$ cat src/rtl/cpu_pkg.sv
// Shared CPU definitions: datapath widths, the NOP encoding and the
// enumerations used by the fetch stage.
package cpu_pkg;
    localparam int PC_W    = 16;
    localparam int INSTR_W = 16;
    localparam logic [INSTR_W-1:0] NOP_INSTR = 16'h0000;

    typedef enum logic [1:0] {
        SEQ = 2'b00,
        BR  = 2'b01,
        REG = 2'b10,
        BL  = 2'b11
    } pc_sel_e;

    typedef enum logic {
        RUN  = 1'b0,
        HALT = 1'b1
    } fetch_state_e;
endpackage

$ cat src/rtl/pc_next.sv
// Next-PC arithmetic for the fetch stage: the sequential successor, the
// redirect target and the decision whether the ID-stage redirect is taken.
module pc_next
    import cpu_pkg::*;
(
    input  logic [PC_W-1:0] pc,
    input  logic [PC_W-1:0] if_id_pc,
    input  logic            if_id_valid,
    input  logic            pc_load,
    input  logic [1:0]      pc_sel,
    input  logic            cond_true,
    input  logic [PC_W-1:0] br_offset,
    input  logic [PC_W-1:0] reg_target,
    output logic [PC_W-1:0] seq_pc,
    output logic [PC_W-1:0] target,
    output logic            redirect
);
    pc_sel_e sel;

    always_comb begin
        sel    = pc_sel_e'(pc_sel);
        seq_pc = pc + 16'd1;
        target = seq_pc;
        case (sel)
            BR, BL:  target = if_id_pc + br_offset;
            REG:     target = reg_target;
            default: target = seq_pc;
        endcase
        // A bubble in ID cannot redirect: its decoded controls are meaningless.
        redirect = pc_load && cond_true && (sel != SEQ) && if_id_valid;
    end
endmodule

$ cat src/rtl/ifetch_unit.sv
// Instruction fetch stage: PC register, IF/ID pipeline register and the
// RUN/HALT control FSM. Next-PC arithmetic lives in pc_next.
module ifetch_unit
    import cpu_pkg::*;
(
    input  logic                clk,
    input  logic                rst_n,
    input  logic                stall,
    input  logic                pc_load,
    input  logic [1:0]          pc_sel,
    input  logic                cond_true,
    input  logic [PC_W-1:0]     br_offset,
    input  logic [PC_W-1:0]     reg_target,
    input  logic                halt,
    input  logic                start,
    output logic [PC_W-1:0]     imem_addr,
    input  logic [INSTR_W-1:0]  imem_rdata,
    output logic [INSTR_W-1:0]  if_id_instr,
    output logic [PC_W-1:0]     if_id_pc,
    output logic                if_id_valid,
    output logic                halted
);
    fetch_state_e        state_reg, state_next;
    logic [PC_W-1:0]     pc_reg, pc_next_val;
    logic [INSTR_W-1:0]  instr_reg, instr_next;
    logic [PC_W-1:0]     ifpc_reg, ifpc_next;
    logic                valid_reg, valid_next;

    logic [PC_W-1:0]     seq_pc;
    logic [PC_W-1:0]     target;
    logic                redirect;

    pc_next u_pc_next (
        .pc          (pc_reg),
        .if_id_pc    (ifpc_reg),
        .if_id_valid (valid_reg),
        .pc_load     (pc_load),
        .pc_sel      (pc_sel),
        .cond_true   (cond_true),
        .br_offset   (br_offset),
        .reg_target  (reg_target),
        .seq_pc      (seq_pc),
        .target      (target),
        .redirect    (redirect)
    );

    always_comb begin
        state_next  = state_reg;
        pc_next_val = pc_reg;
        instr_next  = instr_reg;
        ifpc_next   = ifpc_reg;
        valid_next  = valid_reg;
        case (state_reg)
            RUN: begin
                if (halt) begin
                    state_next  = HALT;
                    pc_next_val = '0;
                    instr_next  = NOP_INSTR;
                    ifpc_next   = '0;
                    valid_next  = 1'b0;
                end else if (stall) begin
                    // Hold everything; a pending redirect is re-evaluated next cycle.
                    pc_next_val = pc_reg;
                end else if (redirect) begin
                    pc_next_val = target;
                    instr_next  = NOP_INSTR;
                    ifpc_next   = '0;
                    valid_next  = 1'b0;
                end else begin
                    pc_next_val = seq_pc;
                    instr_next  = imem_rdata;
                    ifpc_next   = seq_pc;
                    valid_next  = 1'b1;
                end
            end
            HALT: begin
                pc_next_val = '0;
                instr_next  = NOP_INSTR;
                ifpc_next   = '0;
                valid_next  = 1'b0;
                if (start) begin
                    state_next = RUN;
                end
            end
            default: begin
                state_next = RUN;
            end
        endcase
    end

    always_ff @(posedge clk or negedge rst_n) begin
        if (!rst_n) begin
            state_reg <= RUN;
            pc_reg    <= '0;
            instr_reg <= NOP_INSTR;
            ifpc_reg  <= '0;
            valid_reg <= 1'b0;
        end else begin
            state_reg <= state_next;
            pc_reg    <= pc_next_val;
            instr_reg <= instr_next;
            ifpc_reg  <= ifpc_next;
            valid_reg <= valid_next;
        end
    end

    assign imem_addr   = pc_reg;
    assign if_id_instr = instr_reg;
    assign if_id_pc    = ifpc_reg;
    assign if_id_valid = valid_reg;
    assign halted      = (state_reg == HALT);
endmodule

$ cat config.mk
export PLATFORM = sky130hd
export DESIGN_NAME = ifetch_unit
export DESIGN_NICKNAME = d
export VERILOG_FILES = /design/src/rtl/cpu_pkg.sv /design/src/rtl/pc_next.sv /design/src/rtl/ifetch_unit.sv
export SDC_FILE = /design/constraint.sdc
export NUM_CORES = 1
export LEC_CHECK = 0
export CAP_MARGIN = 40
export CORE_ASPECT_RATIO = 1.25
export CORE_MARGIN = 1.5
export CORE_UTILIZATION = 40
export CTS_BUF_LIST = sky130_fd_sc_hd__clkbuf_4 sky130_fd_sc_hd__clkbuf_8
export DETAILED_ROUTE_END_ITERATION = 12
export GPL_ROUTABILITY_DRIVEN = 0
export HOLD_SLACK_MARGIN = 0.03
export PLACE_DENSITY_LB_ADDON = 0.1
export SETUP_SLACK_MARGIN = 0.4
export SYNTH_ARGS = -nofsm -noshare
export SYNTH_HDL_FRONTEND = slang
export SYNTH_SLANG_ARGS = --single-unit
$ cat constraint.sdc
create_clock -name clk -period 2.4 [get_ports clk]
set_clock_uncertainty 0.2 [all_clocks]
set_input_delay 0.48 -clock clk [delete_from_list [all_inputs] [get_ports clk]]
set_output_delay 0.48 -clock clk [all_outputs]
set_load 0.01 [all_outputs]
* Word level (Yosys, flattened, before mapping)
Index checks and enable logic that the tools add are counted.
Word-level totals: flip-flop bits (word level) 50, logic and storage cells 37
Cells by class: $add $sub $neg 2, equality and inequality tests 4, mux-type cells 20, bitwise operators 1, reduce and logical (&&, ||, !) cells 5
Operator list (number):
- 16-bit 2-to-1 mux | 9
- 16-bit one-hot mux with 2 select lines | 4
- 16-bit by 1-bit adder with 16-bit output, second input constant | 1
- 16-bit adder | 1
- 1-bit 2-to-1 mux | 5
- 2-bit == test, second input constant | 2
- 1-bit one-hot mux with 2 select lines | 2
- 1-bit logical AND | 3
- 3-bit inequality test, second input constant | 1
- 2-bit by 1-bit == test with 1-bit output, second input constant | 1
- 2-bit nonzero test | 1
- 2-bit OR reduction | 1
- 1-bit inverter | 1

* Logic depth before layout (Yosys ltp)
Gate-level depths: netlist of the first run.
word-level depth 7, mapped depth 9, depth with buffers taken out 9

* Cells and area by module
A second synthesis of the first run with hierarchy kept.
Unflattened totals: cells, all modules 335, area total of the unflattened synthesis 3458.3 µm²
Modules (own cells, without submodules):
- ifetch_unit | times used 1, cells each 132, area each 2059.5 µm², seq. area each 1251.2 µm²
- pc_next | times used 1, cells each 203, area each 1398.8 µm², seq. area each 0.0 µm²

* Least setup slack after synthesis of the first run
OpenSTA, ideal clock, no wires.
path kind input to register, from in br_offset[0], to reg pc_reg[12] (netlist: imem_addr[12]), setup time 0.132 ns, arrival 2.011 ns, data required time 2.068 ns, setup slack 0.056 ns, stages 9, path buffers 0, cell sequence ha_1 inv_1 fa_1 nor2b_1 o211ai_1 a21oi_1 or4_1 a21oi_1 o211ai_1
On the way: word-level cells in the longest chain between the ends 6
RTL lines:
- from (decl) | RTL line ifetch_unit.sv:12 | input logic [PC_W-1:0] br_offset,
- 16-bit adder | RTL line pc_next.sv:25 | BR, BL: target = if_id_pc + br_offset;
- 16-bit one-hot mux with 2 select lines | RTL line pc_next.sv:24 | case (sel)
- 16-bit 2-to-1 mux | RTL line ifetch_unit.sv:64 | end else if (redirect) begin
- 16-bit 2-to-1 mux | RTL line ifetch_unit.sv:61 | end else if (stall) begin
- 16-bit 2-to-1 mux | RTL line ifetch_unit.sv:55 | if (halt) begin
- 16-bit one-hot mux with 2 select lines | RTL line ifetch_unit.sv:53 | case (state_reg)
- to (signal assigned) | RTL line ifetch_unit.sv:100 | pc_reg <= pc_next_val;
- to (decl) | RTL line ifetch_unit.sv:24 | logic [PC_W-1:0] pc_reg, pc_next_val;
Every way passes these cells. The select of a mux whose other input is x is not followed. A chain may end at the register's enable or synchronous reset.

* Worst setup path after layout of the first run
from reg ifpc_reg[0] (netlist: if_id_pc[0]), to reg pc_reg[12] (netlist: imem_addr[12])
On the way: word-level cells in the longest chain between the ends 6
RTL lines:
- from (decl) | RTL line ifetch_unit.sv:26 | logic [PC_W-1:0] ifpc_reg, ifpc_next;
- from (signal assigned) | RTL line ifetch_unit.sv:102 | ifpc_reg <= ifpc_next;
- 16-bit adder | RTL line pc_next.sv:25
- 16-bit one-hot mux with 2 select lines | RTL line pc_next.sv:24
- 16-bit 2-to-1 mux | RTL line ifetch_unit.sv:64
- 16-bit 2-to-1 mux | RTL line ifetch_unit.sv:61
- 16-bit 2-to-1 mux | RTL line ifetch_unit.sv:55
- 16-bit one-hot mux with 2 select lines | RTL line ifetch_unit.sv:53
Every way passes these cells. The select of a mux whose other input is x is not followed.

==> results of run 1 <==
-- how the worst min path moves through the flow --
stage	startpoint	to	slack (ns)	cells past startpoint
3_5_place_dp	if_id_instr[7]	if_id_instr[7]	0.29	1
2_1_floorplan	rst_n	halted	-0.02	0
4_1_cts	rst_n	if_id_instr[6]	0.08	2
3_3_place_gp	if_id_instr[0]	if_id_instr[0]	0.29	1
5_1_grt	rst_n	if_id_instr[13]	0.11	2
6_report	rst_n	if_id_instr[13]	0.05	2
-- flip-flops by register name (all words and copies together) (netlist names) --
| name | cells |
|---|---|
| halted | 1 |
| imem_addr | 16 |
| if_id_instr | 16 |
| if_id_valid | 1 |
| if_id_pc | 16 |
-- kinds of logic after synthesis --
| kind of cell | count (synthesis) | synth area share (%) |
|---|---|---|
| AO/OA/AOI/OAI | 135 | 26.66 |
| XOR/XNOR | 22 | 5.892 |
| adder cells (fa/ha/maj) | 17 | 6.733 |
| buffers and inverters | 27 | 3.328 |
| flip-flops | 50 | 38.26 |
| multiplexers | 4 | 1.224 |
| AND/OR/NAND/NOR | 112 | 17.90 |
-- worst max-delay path: cells and delay by family, from the launching register on --
family	cells	cell delay, ns
AO/OA/AOI/OAI	4	0.44
adder cells (fa/ha/maj)	2	0.39
buffers and inverters	2	0.22
flip-flops	1	0.42
AND/OR/NAND/NOR	2	0.46
-- through the flow --
step	TNS, ns	setup WS (ns)	power [W]	hold WS, ns
floorplan	0	0.1441	0.001056	-0.01559
global placement	-4.415	-0.4763	0.001312	0.2894
global route	0	0.02323	0.001984	0.1064
detailed placement	-4.898	-0.5310	0.001318	0.2906
CTS	0	0.1555	0.001901	0.07594
finish	0	0.1374	0.001901	0.04691
-- cell usage in the layout, fill, tap and decap left out, types with 3 or more instances in the layout --
cell type        count
a21oi_1             17
o21ai_1              5
o21ai_0             39
o221ai_1             3
dfrtp_1             47
dlygate4sd2_1       29
nor2_1              16
clkdlybuf4s50_1     66
nand2b_1             4
clkbuf_8             5
and3_1               8
buf_4               90
nand4_1              4
xor2_1               7
ha_4                10
a21oi_2              9
or3_1                3
xnor2_1             13
a21o_1               7
mux2i_1              4
or4_4                3
dlymetal6s2s_1      10
a31oi_1              4
dfrtp_2              3
nand3_1              6
a22o_1              18
nor3_1               5
and2_1               5
inv_1                7
o211ai_1             5
ha_1                 5
nand2_1             38
a211oi_2             3
-- power breakdown --
| part | switching (W) | internal [W] |
|---|---|---|
| clock | 0.000351 | 0.000219 |
| sequential | 0.0000195 | 0.000866 |
| combinational | 0.000206 | 0.000239 |
| total | 0.000577 | 0.00132 |
-- cell usage after synthesis, types with 8 or more instances --
library cell | instances | area (um2)
xor2_1 | 8 | 70.07
and3_1 | 9 | 56.30
nor2_1 | 17 | 63.81
ha_1 | 16 | 200.2
inv_1 | 9 | 33.78
xnor2_1 | 14 | 122.6
a21oi_1 | 28 | 140.1
a22o_1 | 18 | 157.7
clkbuf_1 | 11 | 41.29
o21ai_0 | 46 | 230.2
nand2_1 | 39 | 146.4
dfrtp_1 | 50 | 1251
-- final cells by class --
cell class,count,area (um2)
flip-flops and latches,50,1255
fillers,610,2371
clock buffers,5,68.82
inverters,10,37.54
multi-input cells,290,2256
clock inverters,3,28.78
well taps,95,118.9
repair buffers,198,1747
-- routing by layer --
layer,vias to the layer above,share of wire [%],wire length [um],GRT usage (%)
met3,29,6.6,741,5.317
met5,-,0,0,0
met4,0,3.2,363,11.36
li1,1731,-,-,-
met2,145,50,5622,43.20
met1,1753,41,4580,32.26
-- timing repair --
action                                  4_1_cts  5_1_grt
endpoints found under the setup margin       38       33
buffers inserted                             17        9
pin swaps                                    37       11
gates resized for setup                      67       27
==> impl_metrics.ini, run 1 <==
[worst_setup_path]
path_class = reg -> reg
cp.required_ns = 2.42
crit_chain = ha_4 > inv_2 > fa_2 > nor2b_2 > o211ai_1 > buf_4 > a21oi_4 > or4_4 > a21oi_2 > o211ai_1
r2r_end = imem_addr[12]
worstPathMaxFanout = 5
setup.worst_path.end = imem_addr[12]
ff2ff_path_depth = 10
end_kind = flip-flop
crit_path_max_incr_delay_ns = 0.42
setup.worst_path.start_class = flip-flop
critPathLaunch = if_id_pc[0]
path_common_cell = o211ai_1
arrival_ns = 2.28
r2r-start = if_id_pc[0]
ff2ff_setup_slack_ns = 0.14
critPathSlowestCell = dfrtp_1

[place]
dp_cells = 617
postPlaceCellArea_mm2 = 0.004942
port_buffers = 106
hpwl_mm = 8.134

[sta]
worstMarginPinSlew_ns = 0.6760
maxSlewViolCount = 0
finalCriticalPeriod_ns = 2.263
slew_headroom_pct = 54.94
rsz0062_at_grt = true
max_freq_ghz = 0.4420
finalHoldViolCount = 0
setup_viol = 0
min_period_over_period_pct = 94.27

[flow_run]
maxCapViolations = 0

[logic_synthesis]
avgSynthCellArea_um2 = 8.912
ys_types = 51
synth_edf_count = 0
yosysSeqAreaShare_pct = 38.26
yosysWarnings = 0
ys_ff_latch = 50
synthArstFlopShare_pct = 100.0
synthFlopType = dfrtp_1
syn_area_mm2 = 0.003271
syn_nets = 441
syn_inst = 367

[drt]
num_vias = 3658
first_iter_violations = 199
wl_per_cell_um = 17.37
via_per_inst = 5.619
drt_wl_total_mm = 11.31
dr.pass1.iters = 7
ant_nets = 0
drc = 0

[clocking]
tritoncts = yes
insertion_delay_ns = 0.33
cts.reportedPaths.clkPinSlew_ns = 0.11
cts_sinks = 50
cts_inserted_buffers = 5
cts-root-buf = clkbuf_8
cts_max_level = 2
cts-hold-fix-buffers = 0
cts.path.max_buffers = 2

[final_layout]
diodes = 0
fin_util_pct = 69.92
stdcell_area_mm2 = 0.005512
finalNetCount = 629
drive_gt1_share_pct = 28.60
area_growth_pct = 68.52
layoutNonFillerInstCount = 651

[status]
status = completed

[global_routing]
grt_usage_pct = 25.90
grt_pass1_vias = 3740
overflow = 0
antenna_found_initial = 0
grt_max_degree = 51
grt_pass1_wl_mm = 18.19

[pwr]
power.leakage_nw = 2.649
vdd_drop_max_v = 0.0003415
power_density_mw_per_mm2 = 345.0

[worst_hold_path]
hold_class = in -> async

[floorplanning]
die_width_um = 83.88
initial_core_util_pct = 41.49
die_y_um = 104.1
ioPinCount = 107
rows = 36
coreArea_mm2 = 0.007883
die_area_mm2 = 0.008732
Note: power is estimated with default switching activity, not from simulation.
==> run 2, diff against run 1 <==
- CORE_MARGIN: 1.5 -> 10
==> run 2 against run 1 <==
Against the previous run:
- clock power is 32% higher
- cell count is 0.46% lower
- routed wire length grew 10%
- fmax increased by 1.4%
- utilization increased by 0.40 points
- sequential power about the same
- via count up 1.6%
- worst hold slack improved by 0.027 ns
==> impl_metrics.ini, run 2 (same netlist as run 1, synthesis figures left out) <==
[status]
status = completed

[pwr]
p_sw_w = 0.0005329
power_density_mw_per_mm2 = 374.9
power.leakage_nw = 2.686
internal_power_w = 0.001545
p_comb_share_pct = 21.2
clock_power_share_pct = 36.2
switching_share_pct = 25.64
vdd_drop_max_v = 0.0002567
pwr-share-seq_pct = 42.6

[drt]
drt_wl_total_mm = 12.44
dr.pass1.iters = 7
via_per_inst = 5.735
drc = 0
ant_nets = 0
num_vias = 3716
wl_per_cell_um = 19.20
first_iter_violations = 269

[sta]
finalWorstSetupSlack_ns = 0.1680
finalCriticalPeriod_ns = 2.232
tns_ns = 0
rsz0062_at_grt = true
max_freq_ghz = 0.4480
setup_viol = 0
worstMarginPinSlew_ns = 0.6599
slew_headroom_pct = 56.01
min_period_over_period_pct = 93.00
finalHoldViolCount = 0
maxSlewViolCount = 0

[global_routing]
grt_pass1_vias = 3968
antenna_found_initial = 0
grt_max_degree = 51
overflow = 0
grt_usage_pct = 20.01
grt_pass1_wl_mm = 19.93

[worst_setup_path]
crit_path_max_incr_delay_ns = 0.43
path_class = reg -> reg
path_buf_inv = 1
crit_chain = ha_4 > o211ai_1 > buf_4 > o211a_4 > o21ai_4 > xnor2_2 > a21oi_1 > a211o_1
worstPathMaxFanout = 3
end_kind = flip-flop
critPathSlowestCell = dfrtp_1
setup.worst_path.start_class = flip-flop
cp.required_ns = 2.40
arrival_ns = 2.23
path_delay_family = compound AO/OA/AOI/OAI gates

[final_layout]
layoutNonFillerInstCount = 648
layout_commonest_cell = buf_4
area_growth_pct = 69.47
diodes = 0
finalNetCount = 626
fin_util_pct = 70.32
final_cell_mix = buf_4 (86), clkdlybuf4s50_1 (66), dfrtp_1 (46), o21ai_0 (39), nand2_1 (36)
drive_gt1_share_pct = 27.49

[place]
hpwl_mm = 8.872
port_buffers = 106
pre_cts_ws_ns = -0.5074
dp_cells = 610

[clocking]
insertion_delay_ns = 0.31
cts_max_level = 2
cts_inserted_buffers = 5
cts_sinks = 50
tritoncts = yes
cts.reportedPaths.clkPinSlew_ns = 0.09
cts-hold-fix-buffers = 0
cts.path.max_buffers = 2
cts-root-buf = clkbuf_8

[flow_run]
maxCapViolations = 0

[worst_hold_path]
hold_class = in -> async

[floorplanning]
ioPinCount = 107
rows = 36
initial_core_util_pct = 41.49
die_area_mm2 = 0.01222
coreArea_mm2 = 0.007883
die_y_um = 121.1
die_width_um = 100.9
## run 2: cell types whose count changed in the layout (fill, tap and decap cells not counted), sizes merged
cell,before,now
dlygate4sd2,29,23
dlymetal6s2s,10,14
buf,93,90
bufinv,0,2
clkdlybuf4s15,0,2
inv,11,9
clkbuf,5,6
clkinv,2,1
## run 2: power by group through the flow
stage / Combinational (W) / Clock (W) / Sequential (W)
6_report: 0.000440 / 0.000752 / 0.000886
5_1_grt: 0.000479 / 0.000804 / 0.000890
4_1_cts: 0.000432 / 0.000765 / 0.000886
3_5_place_dp: 0.000414 / 0 / 0.000902
3_3_place_gp: 0.000411 / 0 / 0.000901
2_1_floorplan: 0.000142 / 0 / 0.000914
## run 2: cell type report
type | count | area (um2)
inverter | 10 | 37.54
clock buffer | 6 | 82.58
sequential | 50 | 1256
multi-input combinational | 290 | 2237
fill | 599 | 2340
timing repair buffer | 195 | 1750
tap | 95 | 118.9
clock inverter | 2 | 60.06
## run 2: path summary, 6_finish.rpt
path,startpoint,to,slack [ns],cells past startpoint
min,rst_n,if_id_instr[13],0.07,2
min in group clk,if_id_instr[4],if_id_instr[4],0.32,1
max,if_id_pc[3],imem_addr[11],0.17,8
min reg2reg,if_id_instr[4],if_id_instr[4],0.32,1
max in group asynchronous,rst_n,imem_addr[3],1.44,2
max reg2reg,if_id_pc[3],imem_addr[11],0.17,8
## run 2: layer usage
layer  up-vias  global-route usage, %  routed length [um]  share of wire (%)
met1      1761                  21.90                4612                 37
met4         0                  9.115                 319                2.6
li1       1728                      -                   -                  -
met5         -                      0                   0                  0
met2       196                  34.08                6276                 50
met3        31                  6.496                1234                9.9
## run 2: what timing repair did
item / CTS / global route
gates resized for setup: 67 / 24
buffers inserted: 21 / 9
setup endpoints to repair: 35 / 31
pin swaps: 38 / 12
## run 2: per-stage QoR
stage / hold slack [ns] / area, um2 / power (W)
after floorplan: -0.01559 / 3361 / 0.001056
after global placement: 0.2887 / 4902 / 0.001312
after detailed placement: 0.2899 / 4902 / 0.001317
after CTS: 0.1050 / 5399 / 0.002083
after global routing: 0.1355 / 5543 / 0.002174
final: 0.07421 / 5543 / 0.002078
==> run 3, diff against run 2 <==
- GPL_ROUTABILITY_DRIVEN: 0 -> not set
- clock period: 2.4 -> 2.31 ns (I/O delays scaled with it)
==> run 3 against run 2 <==
Against the previous run:
- the run now ends with negative setup slack left
- global-route usage is 0.63 points higher
- sequential power is 4.0% higher
- utilization is 2.8 points higher
- count of clock-buffer cells in the layout stayed put
- largest cell class unchanged
==> impl_metrics.ini, run 3 (same netlist as run 1, synthesis figures left out) <==
[floorplanning]
ioPinCount = 107
initial_core_util_pct = 41.49
die_y_um = 121.1
rows = 36
die_area_mm2 = 0.01222
die_width_um = 100.9
coreArea_mm2 = 0.007883

[final_layout]
drive_gt1_share_pct = 32.22
ff_latch_area_mm2 = 0.001255
stdcell_area_mm2 = 0.005763
finalNetCount = 644
multi_input_area_mm2 = 0.002308
fillers = 613
layoutNonFillerInstCount = 666
area_growth_pct = 76.21
final_cell_mix = buf_4 (94), dfrtp_1 (47), clkdlybuf4s50_1 (44), dlygate4sd2_1 (43)
layout_commonest_cell = buf_4
diodes = 0

[place]
hpwl_mm = 9.280
pre_cts_ws_ns = -0.5858
postPlaceCellArea_mm2 = 0.005021
dp_cells = 620
gp_congestion = 0.9498
port_buffers = 106

[clocking]
insertion_delay_ns = 0.31
cts_inserted_buffers = 5
cts-root-buf = clkbuf_8
cts.reportedPaths.clkPinSlew_ns = 0.11
cts.path.max_buffers = 2
tritoncts = yes
cts_max_level = 2
cts_sinks = 50

[drt]
ant_nets = 0
first_iter_violations = 147
wl_per_cell_um = 19.25
via_per_inst = 5.661
dr.pass1.iters = 5
num_vias = 3770
drc = 0
drt_wl_total_mm = 12.82

[global_routing]
antenna_found_initial = 0
busiest_layer = met2
grt_use_met3_pct = 6.097
grt_usage_pct = 20.64
grt_use_met1_pct = 23.12
grt_max_degree = 31
overflow = 0
grt_pass1_wl_mm = 20.53
use_met2_pct = 35.68
grt_pass1_vias = 4061

[flow_run]
maxCapViolations = 0

[pwr]
power_density_mw_per_mm2 = 358.2
power.leakage_nw = 2.902
vdd_drop_max_v = 0.0002505

[worst_setup_path]
path_buf_inv = 4
end_kind = flip-flop
crit_path_max_incr_delay_ns = 0.40
path_class = reg -> reg
cp.required_ns = 2.33
ff2ff_setup_slack_ns = -0.03
path_common_cell = buf_6
arrival_ns = 2.36
worstPathMaxFanout = 3
critPathSlowestCell = dfrtp_2
path_delay_family = adder cells
setup.worst_path.start_class = flip-flop
crit_chain = ha_4 > inv_2 > fa_2 > nor2b_2 > o211ai_1 > a21oi_2 > buf_4 > buf_6 > buf_6 > o21ai_2 > mux2i_1 > nor2_1

[sta]
setup_viol = 2
slew_headroom_pct = 63.44
finalWorstSetupSlack_ns = -0.03262
worstMarginPinSlew_ns = 0.5484
rsz0062_at_grt = true
max_freq_ghz = 0.4269
min_period_over_period_pct = 101.4
maxSlewViolCount = 0
finalCriticalPeriod_ns = 2.343
finalHoldViolCount = 0

[worst_hold_path]
hold_class = reg -> reg

[status]
violations = negative setup slack
status = complete, but fails checks
run 3: power breakdown:
group	switching [W]	internal, W
registers	0.0000214	0.000900
clock network	0.000318	0.000336
logic	0.000228	0.000262
run 3: per-stage QoR:
stage	utilization, %	hold slack [ns]	power, W	TNS [ns]
after floorplan	-	-0.03359	0.001097	0
final	73.11	0.3114	0.002065	-0.05336
after CTS	70.89	0.3228	0.002069	-0.03240
after global placement	63.70	0.2692	0.001380	-5.032
after global routing	73.11	0.3297	0.002156	-0.5468
after detailed placement	63.70	0.2747	0.001386	-5.421
run 3: area by class of cell:
| type | count | area share [%] |
|---|---|---|
| multi-input cells | 290 | 40.06 |
| repair buffers | 213 | 33.48 |
| flip-flops and latches | 50 | 21.78 |
| well taps | 95 | 2.063 |
| clock buffers | 6 | 1.324 |
| clock inverters | 2 | 0.6513 |
| inverters | 10 | 0.6513 |
run 3: timing repair:
action / in CTS / in global routing
setup buffers: 33 / 4
resized for setup: 97 / 40
hold buffers: 1 / 0
setup endpoints to repair: 53 / 54
hold endpoints to repair: 20 / 0
pin swaps: 43 / 20
run 3: final timing paths:
check	depth (start not counted)	end	startpoint
max in group asynchronous	3	if_id_pc[0]	rst_n
min in group asynchronous	2	imem_addr[12]	rst_n
worst max-delay path	12	imem_addr[14]	if_id_pc[0]
worst min register to register	1	if_id_instr[0]	if_id_instr[0]
worst max register to register	12	imem_addr[14]	if_id_pc[0]
worst min-delay path	1	if_id_instr[0]	if_id_instr[0]
run 3: per-layer routing:
layer,part of all wire [%],routed length [um]
met5,0,0
met1,38,4894
met3,8.0,1024
met4,3.6,468
met2,50,6435
